$ cat src/rtl/alu_dispatch_if.sv
`default_nettype none
// +--------------------------------------------------------------------------+
// | Module   : alu_dispatch_if                                               |
// | Brief    : Command bus and multiplier side-channel for alu_dispatch.     |
// | Revision : 1.0                                                           |
// +--------------------------------------------------------------------------+
interface alu_dispatch_if;
    logic [7:0]  A;
    logic [7:0]  B;
    logic [2:0]  op;
    logic        start;
    logic        done;
    logic [15:0] result;
    logic        err;
    logic [7:0]  mult_a;
    logic [7:0]  mult_b;
    logic        mult_start;
    logic        mult_done;
    logic [15:0] mult_result;

    modport slave (
        input  A, B, op, start, mult_done, mult_result,
        output done, result, err, mult_a, mult_b, mult_start
    );

    modport master (
        output A, B, op, start, mult_done, mult_result,
        input  done, result, err, mult_a, mult_b, mult_start
    );
endinterface
`default_nettype wire

$ cat src/rtl/alu_dispatch.sv
`default_nettype none
// +--------------------------------------------------------------------------+
// | Module   : alu_dispatch                                                  |
// | Brief    : Single-cycle ADD/AND/XOR plus MUL offloaded to an external    |
// |            multiplier with timeout; one done pulse per command.          |
// | Revision : 1.0                                                           |
// +--------------------------------------------------------------------------+
module alu_dispatch #(
    parameter int unsigned MUL_TIMEOUT = 15
) (
    input  wire logic      clk,
    input  wire logic      reset_n,
    alu_dispatch_if.slave  bus
);

    localparam logic [1:0] c_IDLE     = 2'd0;
    localparam logic [1:0] c_MUL_BUSY = 2'd1;
    localparam logic [1:0] c_DRAIN    = 2'd2;

    localparam logic [2:0] c_OP_NOP = 3'b000;
    localparam logic [2:0] c_OP_ADD = 3'b001;
    localparam logic [2:0] c_OP_AND = 3'b010;
    localparam logic [2:0] c_OP_XOR = 3'b011;
    localparam logic [2:0] c_OP_MUL = 3'b100;

    localparam logic [7:0] c_TIMEOUT = MUL_TIMEOUT[7:0];

    logic [1:0]  r_state;
    logic        r_done;
    logic        r_err;
    logic [15:0] r_result;
    logic        r_mult_start;
    logic [7:0]  r_mult_a;
    logic [7:0]  r_mult_b;
    logic [7:0]  r_cnt;

    logic [1:0]  w_state_nx;
    logic        w_done_nx;
    logic        w_err_nx;
    logic [15:0] w_result_nx;
    logic        w_mult_start_nx;
    logic [7:0]  w_mult_a_nx;
    logic [7:0]  w_mult_b_nx;
    logic [7:0]  w_cnt_nx;
    logic [8:0]  w_sum;

    assign w_sum = {1'b0, bus.A} + {1'b0, bus.B};

    always_ff @(posedge clk or negedge reset_n) begin
        if (!reset_n) begin
            r_state      <= c_IDLE;
            r_done       <= 1'b0;
            r_err        <= 1'b0;
            r_result     <= 16'h0000;
            r_mult_start <= 1'b0;
            r_mult_a     <= 8'h00;
            r_mult_b     <= 8'h00;
            r_cnt        <= 8'h00;
        end else begin
            r_state      <= w_state_nx;
            r_done       <= w_done_nx;
            r_err        <= w_err_nx;
            r_result     <= w_result_nx;
            r_mult_start <= w_mult_start_nx;
            r_mult_a     <= w_mult_a_nx;
            r_mult_b     <= w_mult_b_nx;
            r_cnt        <= w_cnt_nx;
        end
    end

    // done/err are pulses: default low every cycle, result holds until the next completion
    always_comb begin
        w_state_nx      = r_state;
        w_done_nx       = 1'b0;
        w_err_nx        = 1'b0;
        w_result_nx     = r_result;
        w_mult_start_nx = r_mult_start;
        w_mult_a_nx     = r_mult_a;
        w_mult_b_nx     = r_mult_b;
        w_cnt_nx        = r_cnt;

        case (r_state)
            c_IDLE: begin
                if (bus.start) begin
                    case (bus.op)
                        c_OP_NOP: ;
                        c_OP_ADD: begin
                            w_result_nx = {7'd0, w_sum};
                            w_done_nx   = 1'b1;
                            w_state_nx  = c_DRAIN;
                        end
                        c_OP_AND: begin
                            w_result_nx = {8'h00, bus.A & bus.B};
                            w_done_nx   = 1'b1;
                            w_state_nx  = c_DRAIN;
                        end
                        c_OP_XOR: begin
                            w_result_nx = {8'h00, bus.A ^ bus.B};
                            w_done_nx   = 1'b1;
                            w_state_nx  = c_DRAIN;
                        end
                        c_OP_MUL: begin
                            w_mult_a_nx     = bus.A;
                            w_mult_b_nx     = bus.B;
                            w_mult_start_nx = 1'b1;
                            w_cnt_nx        = 8'h00;
                            w_state_nx      = c_MUL_BUSY;
                        end
                        default: begin
                            w_result_nx = 16'h0000;
                            w_done_nx   = 1'b1;
                            w_err_nx    = 1'b1;
                            w_state_nx  = c_DRAIN;
                        end
                    endcase
                end
            end
            c_MUL_BUSY: begin
                // a completion arriving on the timeout cycle still counts as success
                if (bus.mult_done) begin
                    w_result_nx     = bus.mult_result;
                    w_done_nx       = 1'b1;
                    w_mult_start_nx = 1'b0;
                    w_state_nx      = c_DRAIN;
                end else if (r_cnt >= c_TIMEOUT) begin
                    w_result_nx     = 16'h0000;
                    w_done_nx       = 1'b1;
                    w_err_nx        = 1'b1;
                    w_mult_start_nx = 1'b0;
                    w_state_nx      = c_DRAIN;
                end else begin
                    w_cnt_nx = r_cnt + 8'd1;
                end
            end
            c_DRAIN: begin
                if (!bus.start) begin
                    w_state_nx = c_IDLE;
                end
            end
            default: begin
                w_state_nx = c_IDLE;
            end
        endcase
    end

    assign bus.done       = r_done;
    assign bus.err        = r_err;
    assign bus.result     = r_result;
    assign bus.mult_start = r_mult_start;
    assign bus.mult_a     = r_mult_a;
    assign bus.mult_b     = r_mult_b;

endmodule
`default_nettype wire

$ cat src/flat_wrapper.sv
// flat-port wrapper written by rule: the top's interface ports become plain ports
module alu_dispatch_flat 
#(
    parameter int unsigned MUL_TIMEOUT = 15
)
  (clk, reset_n, bus_A, bus_B, bus_op, bus_start, bus_mult_done, bus_mult_result, bus_done, bus_result, bus_err, bus_mult_a, bus_mult_b, bus_mult_start);
  alu_dispatch_if bus_i ();
  input  wire logic clk;
  input  wire logic reset_n;
  input wire logic [$bits(bus_i.A)-1:0] bus_A;
  input wire logic [$bits(bus_i.B)-1:0] bus_B;
  input wire logic [$bits(bus_i.op)-1:0] bus_op;
  input wire logic [$bits(bus_i.start)-1:0] bus_start;
  input wire logic [$bits(bus_i.mult_done)-1:0] bus_mult_done;
  input wire logic [$bits(bus_i.mult_result)-1:0] bus_mult_result;
  output wire logic [$bits(bus_i.done)-1:0] bus_done;
  output wire logic [$bits(bus_i.result)-1:0] bus_result;
  output wire logic [$bits(bus_i.err)-1:0] bus_err;
  output wire logic [$bits(bus_i.mult_a)-1:0] bus_mult_a;
  output wire logic [$bits(bus_i.mult_b)-1:0] bus_mult_b;
  output wire logic [$bits(bus_i.mult_start)-1:0] bus_mult_start;
  assign bus_i.A = bus_A;
  assign bus_i.B = bus_B;
  assign bus_i.op = bus_op;
  assign bus_i.start = bus_start;
  assign bus_i.mult_done = bus_mult_done;
  assign bus_i.mult_result = bus_mult_result;
  assign bus_done = bus_i.done;
  assign bus_result = bus_i.result;
  assign bus_err = bus_i.err;
  assign bus_mult_a = bus_i.mult_a;
  assign bus_mult_b = bus_i.mult_b;
  assign bus_mult_start = bus_i.mult_start;
  alu_dispatch #(.MUL_TIMEOUT(MUL_TIMEOUT)) u_core (.clk(clk), .reset_n(reset_n), .bus(bus_i));
endmodule
$ cat config.mk
export PLATFORM = sky130hd
export DESIGN_NAME = alu_dispatch_flat
export DESIGN_NICKNAME = d
export VERILOG_FILES = /design/src/rtl/alu_dispatch_if.sv /design/src/rtl/alu_dispatch.sv /design/src/flat_wrapper.sv
export SDC_FILE = /design/constraint.sdc
export NUM_CORES = 1
export LEC_CHECK = 0
export ABC_AREA = 1
export CAP_MARGIN = 10
export CORE_MARGIN = 2
export CORE_UTILIZATION = 30
export CTS_CLUSTER_SIZE = 28
export DETAILED_ROUTE_END_ITERATION = 12
export GPL_TIMING_DRIVEN = 0
export PLACE_DENSITY = 0.68
export SKIP_LAST_GASP = 1
export SLEW_MARGIN = 20
export SYNTH_ARGS = -nofsm -noshare
export SYNTH_HDL_FRONTEND = slang
export SYNTH_SLANG_ARGS = --single-unit
$ cat constraint.sdc
create_clock -name clk -period 1.86 [get_ports clk]
set_clock_uncertainty 0.15 [all_clocks]
set_input_delay 0.372 -clock clk [delete_from_list [all_inputs] [get_ports clk]]
set_output_delay 0.372 -clock clk [all_outputs]
set_load 0.01 [all_outputs]
==> flow_summary.ini <==
[outcome]
outcome = completed

[clock_network]
clk_latency_ns = 0.30
cts.sinks = 45
clk_path_buf_depth = 2
cts_max_level = 2
cts_tree = built
numCtsBuffers = 5
cts_root_buf = clkbuf_8
path_clk_slew_ns = 0.09

[critical_path]
arrival_ns = 1.22
worst-path-stages = 1
crit_buf_inv = 1
max_stage_delay_ns = 0.55
cp_max_fo = 2
crit_type = flop to output pin
worstPathRequired_ns = 1.34
critPathTopFamily = buffers and inverters
crit_chain = clkdlybuf4s50_1
r2r_cells = 8
cp-start-kind = flop
slowest_stage = clkdlybuf4s50_1
cp-end-kind = output pin

[global_routing]
grt_use_total_pct = 15.2
grt_max_degree = 32
grt_pass1_wl_um = 10500
antenna_found_initial = 0
grt.overflow.total = 0
grt_pass1_vias = 2230

[power]
vdd_drop_max_uv = 432
p_sw_share_pct = 30.5
total_leakage_power_nw = 1.74
p_int_mw = 2.40
comb_power_share_pct = 34.9
p_total_mw = 3.45
p_per_area_mw_per_mm2 = 979
seqPwrFrac_pct = 39.6
p_switching_mw = 1.05
clockPowerShare_pct = 25.4

[placement]
dpl_worst_slack_ns = -0.728
place.gp.congestion = 0.860
portBuffers = 73
post_dp_cell_area_mm2 = 0.00324
post-dp-hpwl_um = 4770

[sta]
fin_ws_ns = 0.115
fin_crit_sh_pct = 93.8
finalSetupViolCount = 0
fmax_mhz = 573
whs_ns = 0.168
max-slew-margin-rel_pct = 74.6
timing.final.hold_violations = 0
tightest_slew_ns = 0.382
tns_ns = 0
rsz0062_at_grt = no
slew_viol_final = 0
fin_crit_ns = 1.75

[drt]
drt-total-wl_um = 6440
via_count = 2257
ant_nets = 0
routedWlPerCell_um = 13.4
drt-initial-drc-count = 154
viasPerCell = 4.71
drc = 0
detail_route.first_pass.iterations = 4

[yosys]
synth_edf_count = 0
syn-instance-count = 292
ys_ff_latch = 45
synth.distinct_cells = 32
syn_area_mm2 = 0.00237
seq_area_frac_synth_pct = 47.5
avgSynthCellArea_um2 = 8.11
synth_flop_cell = dfrtp_1
async_flop_share_pct = 100
syn_nets = 341
synth_warnings = 0

[floorplanning]
initial_core_util_pct = 30.8
die_y_um = 92.9
std_cell_rows = 32
die_x_um = 92.9
core_area_mm2 = 0.00769
die_area_mm2 = 0.00862
ios = 74

[finish]
fin_area_mm2 = 0.00353
fin_nets = 425
antenna_cells = 0
drive_gt1_share_pct = 14.9
syn_to_final_growth_pct = 49.0

[hold_path]
hold_depth = 3
hold_path_class = primary input to flop

[job]
maxCapViolations = 0
## sequential cells by signal (all words and copies together), names as in the netlist
register / flops
u_core.r_cnt: 8
u_core.bus.mult_b: 8
u_core.bus.done: 1
u_core.bus.mult_start: 1
u_core.r_state: 2
u_core.bus.result: 16
u_core.bus.err: 1
u_core.bus.mult_a: 8
## logic make-up (layout without fill, tap and decap cells)
| logic type | count (synthesis) | count (layout) | share of synthesized area, % |
|---|---|---|---|
| XOR/XNOR | 1 | 1 | 0.370 |
| adder cells (fa/ha/maj) | 10 | 10 | 5.60 |
| flip-flops | 45 | 45 | 47.5 |
| AO/OA/AOI/OAI | 48 | 48 | 12.3 |
| AND/OR/NAND/NOR | 148 | 148 | 26.9 |
| buffers and inverters | 40 | 125 | 7.29 |
## metal layers
metal | global-route usage (%) | wire length, µm | vias to the layer above
li1 | - | - | 1111
met1 | 19.8 | 2850 | 1080
met2 | 25.1 | 3160 | 52
met3 | 3.34 | 296 | 14
met4 | 5.27 | 126 | 0
met5 | 0 | 0 | -
## cell type report
type	count	area, µm²
fill	790	4160
multi-input combinational	207	1190
sequential	45	1130
timing repair buffer	77	779
tap	102	128
inverter	33	124
clock buffer	5	68.8
clock inverter	3	65.1
buffer	7	52.6
## placed cells by master, fill, tap and decap left out, types with 2 or more instances in the layout
| cell type | instances |
|---|---|
| a22oi_1 | 5 |
| nand3_2 | 2 |
| buf_4 | 4 |
| nand3_1 | 18 |
| dlygate4sd2_1 | 3 |
| nor2_1 | 17 |
| buf_6 | 2 |
| clkbuf_8 | 5 |
| nand2_1 | 91 |
| bufinv_16 | 2 |
| o21ai_1 | 7 |
| inv_2 | 9 |
| a21oi_2 | 5 |
| nor3_1 | 2 |
| ha_4 | 6 |
| nor2_4 | 2 |
| buf_2 | 6 |
| nand3b_1 | 3 |
| a22o_1 | 7 |
| dlymetal6s2s_1 | 9 |
| dfrtp_1 | 45 |
| a21oi_1 | 14 |
| inv_1 | 24 |
| clkdlybuf4s50_1 | 57 |
| o21ai_0 | 6 |
| nand2_2 | 6 |
| nor2_2 | 2 |
| ha_1 | 3 |
## power groups by stage
stage | sequential (mW) | clock [mW] | combinational [mW]
6_report | 1.37 | 0.878 | 1.21
5_1_grt | 1.40 | 0.939 | 1.33
4_1_cts | 1.37 | 0.899 | 1.18
3_5_place_dp | 1.38 | 0 | 1.15
3_3_place_gp | 1.38 | 0 | 1.13
2_1_floorplan | 1.46 | 0 | 0.440
## Yosys cell counts, types with 2 or more instances
| library cell | n | area [µm²] |
|---|---|---|
| a22o_1 | 7 | 61.3 |
| ha_1 | 9 | 113 |
| nor2_2 | 3 | 18.8 |
| nand2_1 | 94 | 353 |
| a22oi_1 | 5 | 37.5 |
| o21ai_0 | 6 | 30.0 |
| buf_2 | 3 | 15.0 |
| nand3b_1 | 3 | 22.5 |
| a21oi_1 | 19 | 95.1 |
| inv_1 | 27 | 101 |
| dfrtp_1 | 45 | 1130 |
| nor2_1 | 17 | 63.8 |
| nand2_2 | 3 | 18.8 |
| o21ai_1 | 7 | 35.0 |
| inv_2 | 6 | 22.5 |
| buf_4 | 3 | 22.5 |
| nand3_1 | 19 | 95.1 |
| nor3_1 | 2 | 10.0 |
## metrics by stage
stage          util, %  std cells
4_1_cts           44.7        479
5_1_grt           45.9        479
2_1_floorplan        -        292
3_5_place_dp      42.2        468
6_report          45.9        479
3_3_place_gp      42.0        467
## worst paths after layout
path	startpoint	to	slack, ns
min in group asynchronous	reset_n	u_core.bus.mult_a[0]	0.38
worst min-delay path	bus_A[0]	u_core.bus.mult_a[0]	0.17
worst max register to register	u_core.r_cnt[0]	u_core.bus.result[9]	0.18
worst max-delay path	u_core.bus.result[3]	bus_result[3]	0.11
max in group asynchronous	reset_n	u_core.bus.result[6]	0.69
worst min register to register	u_core.bus.mult_a[5]	u_core.bus.mult_a[5]	0.33
## what timing repair did
item                                   in CTS  in global routing
resized for setup                          16                 31
pin swaps                                   4                  8
endpoints found under the hold margin      14                  0
buffers inserted                            2                  0
setup endpoints to repair                   6                 18
hold buffers                                1                  0
No activity file was read; power rests on OpenSTA's default activity.
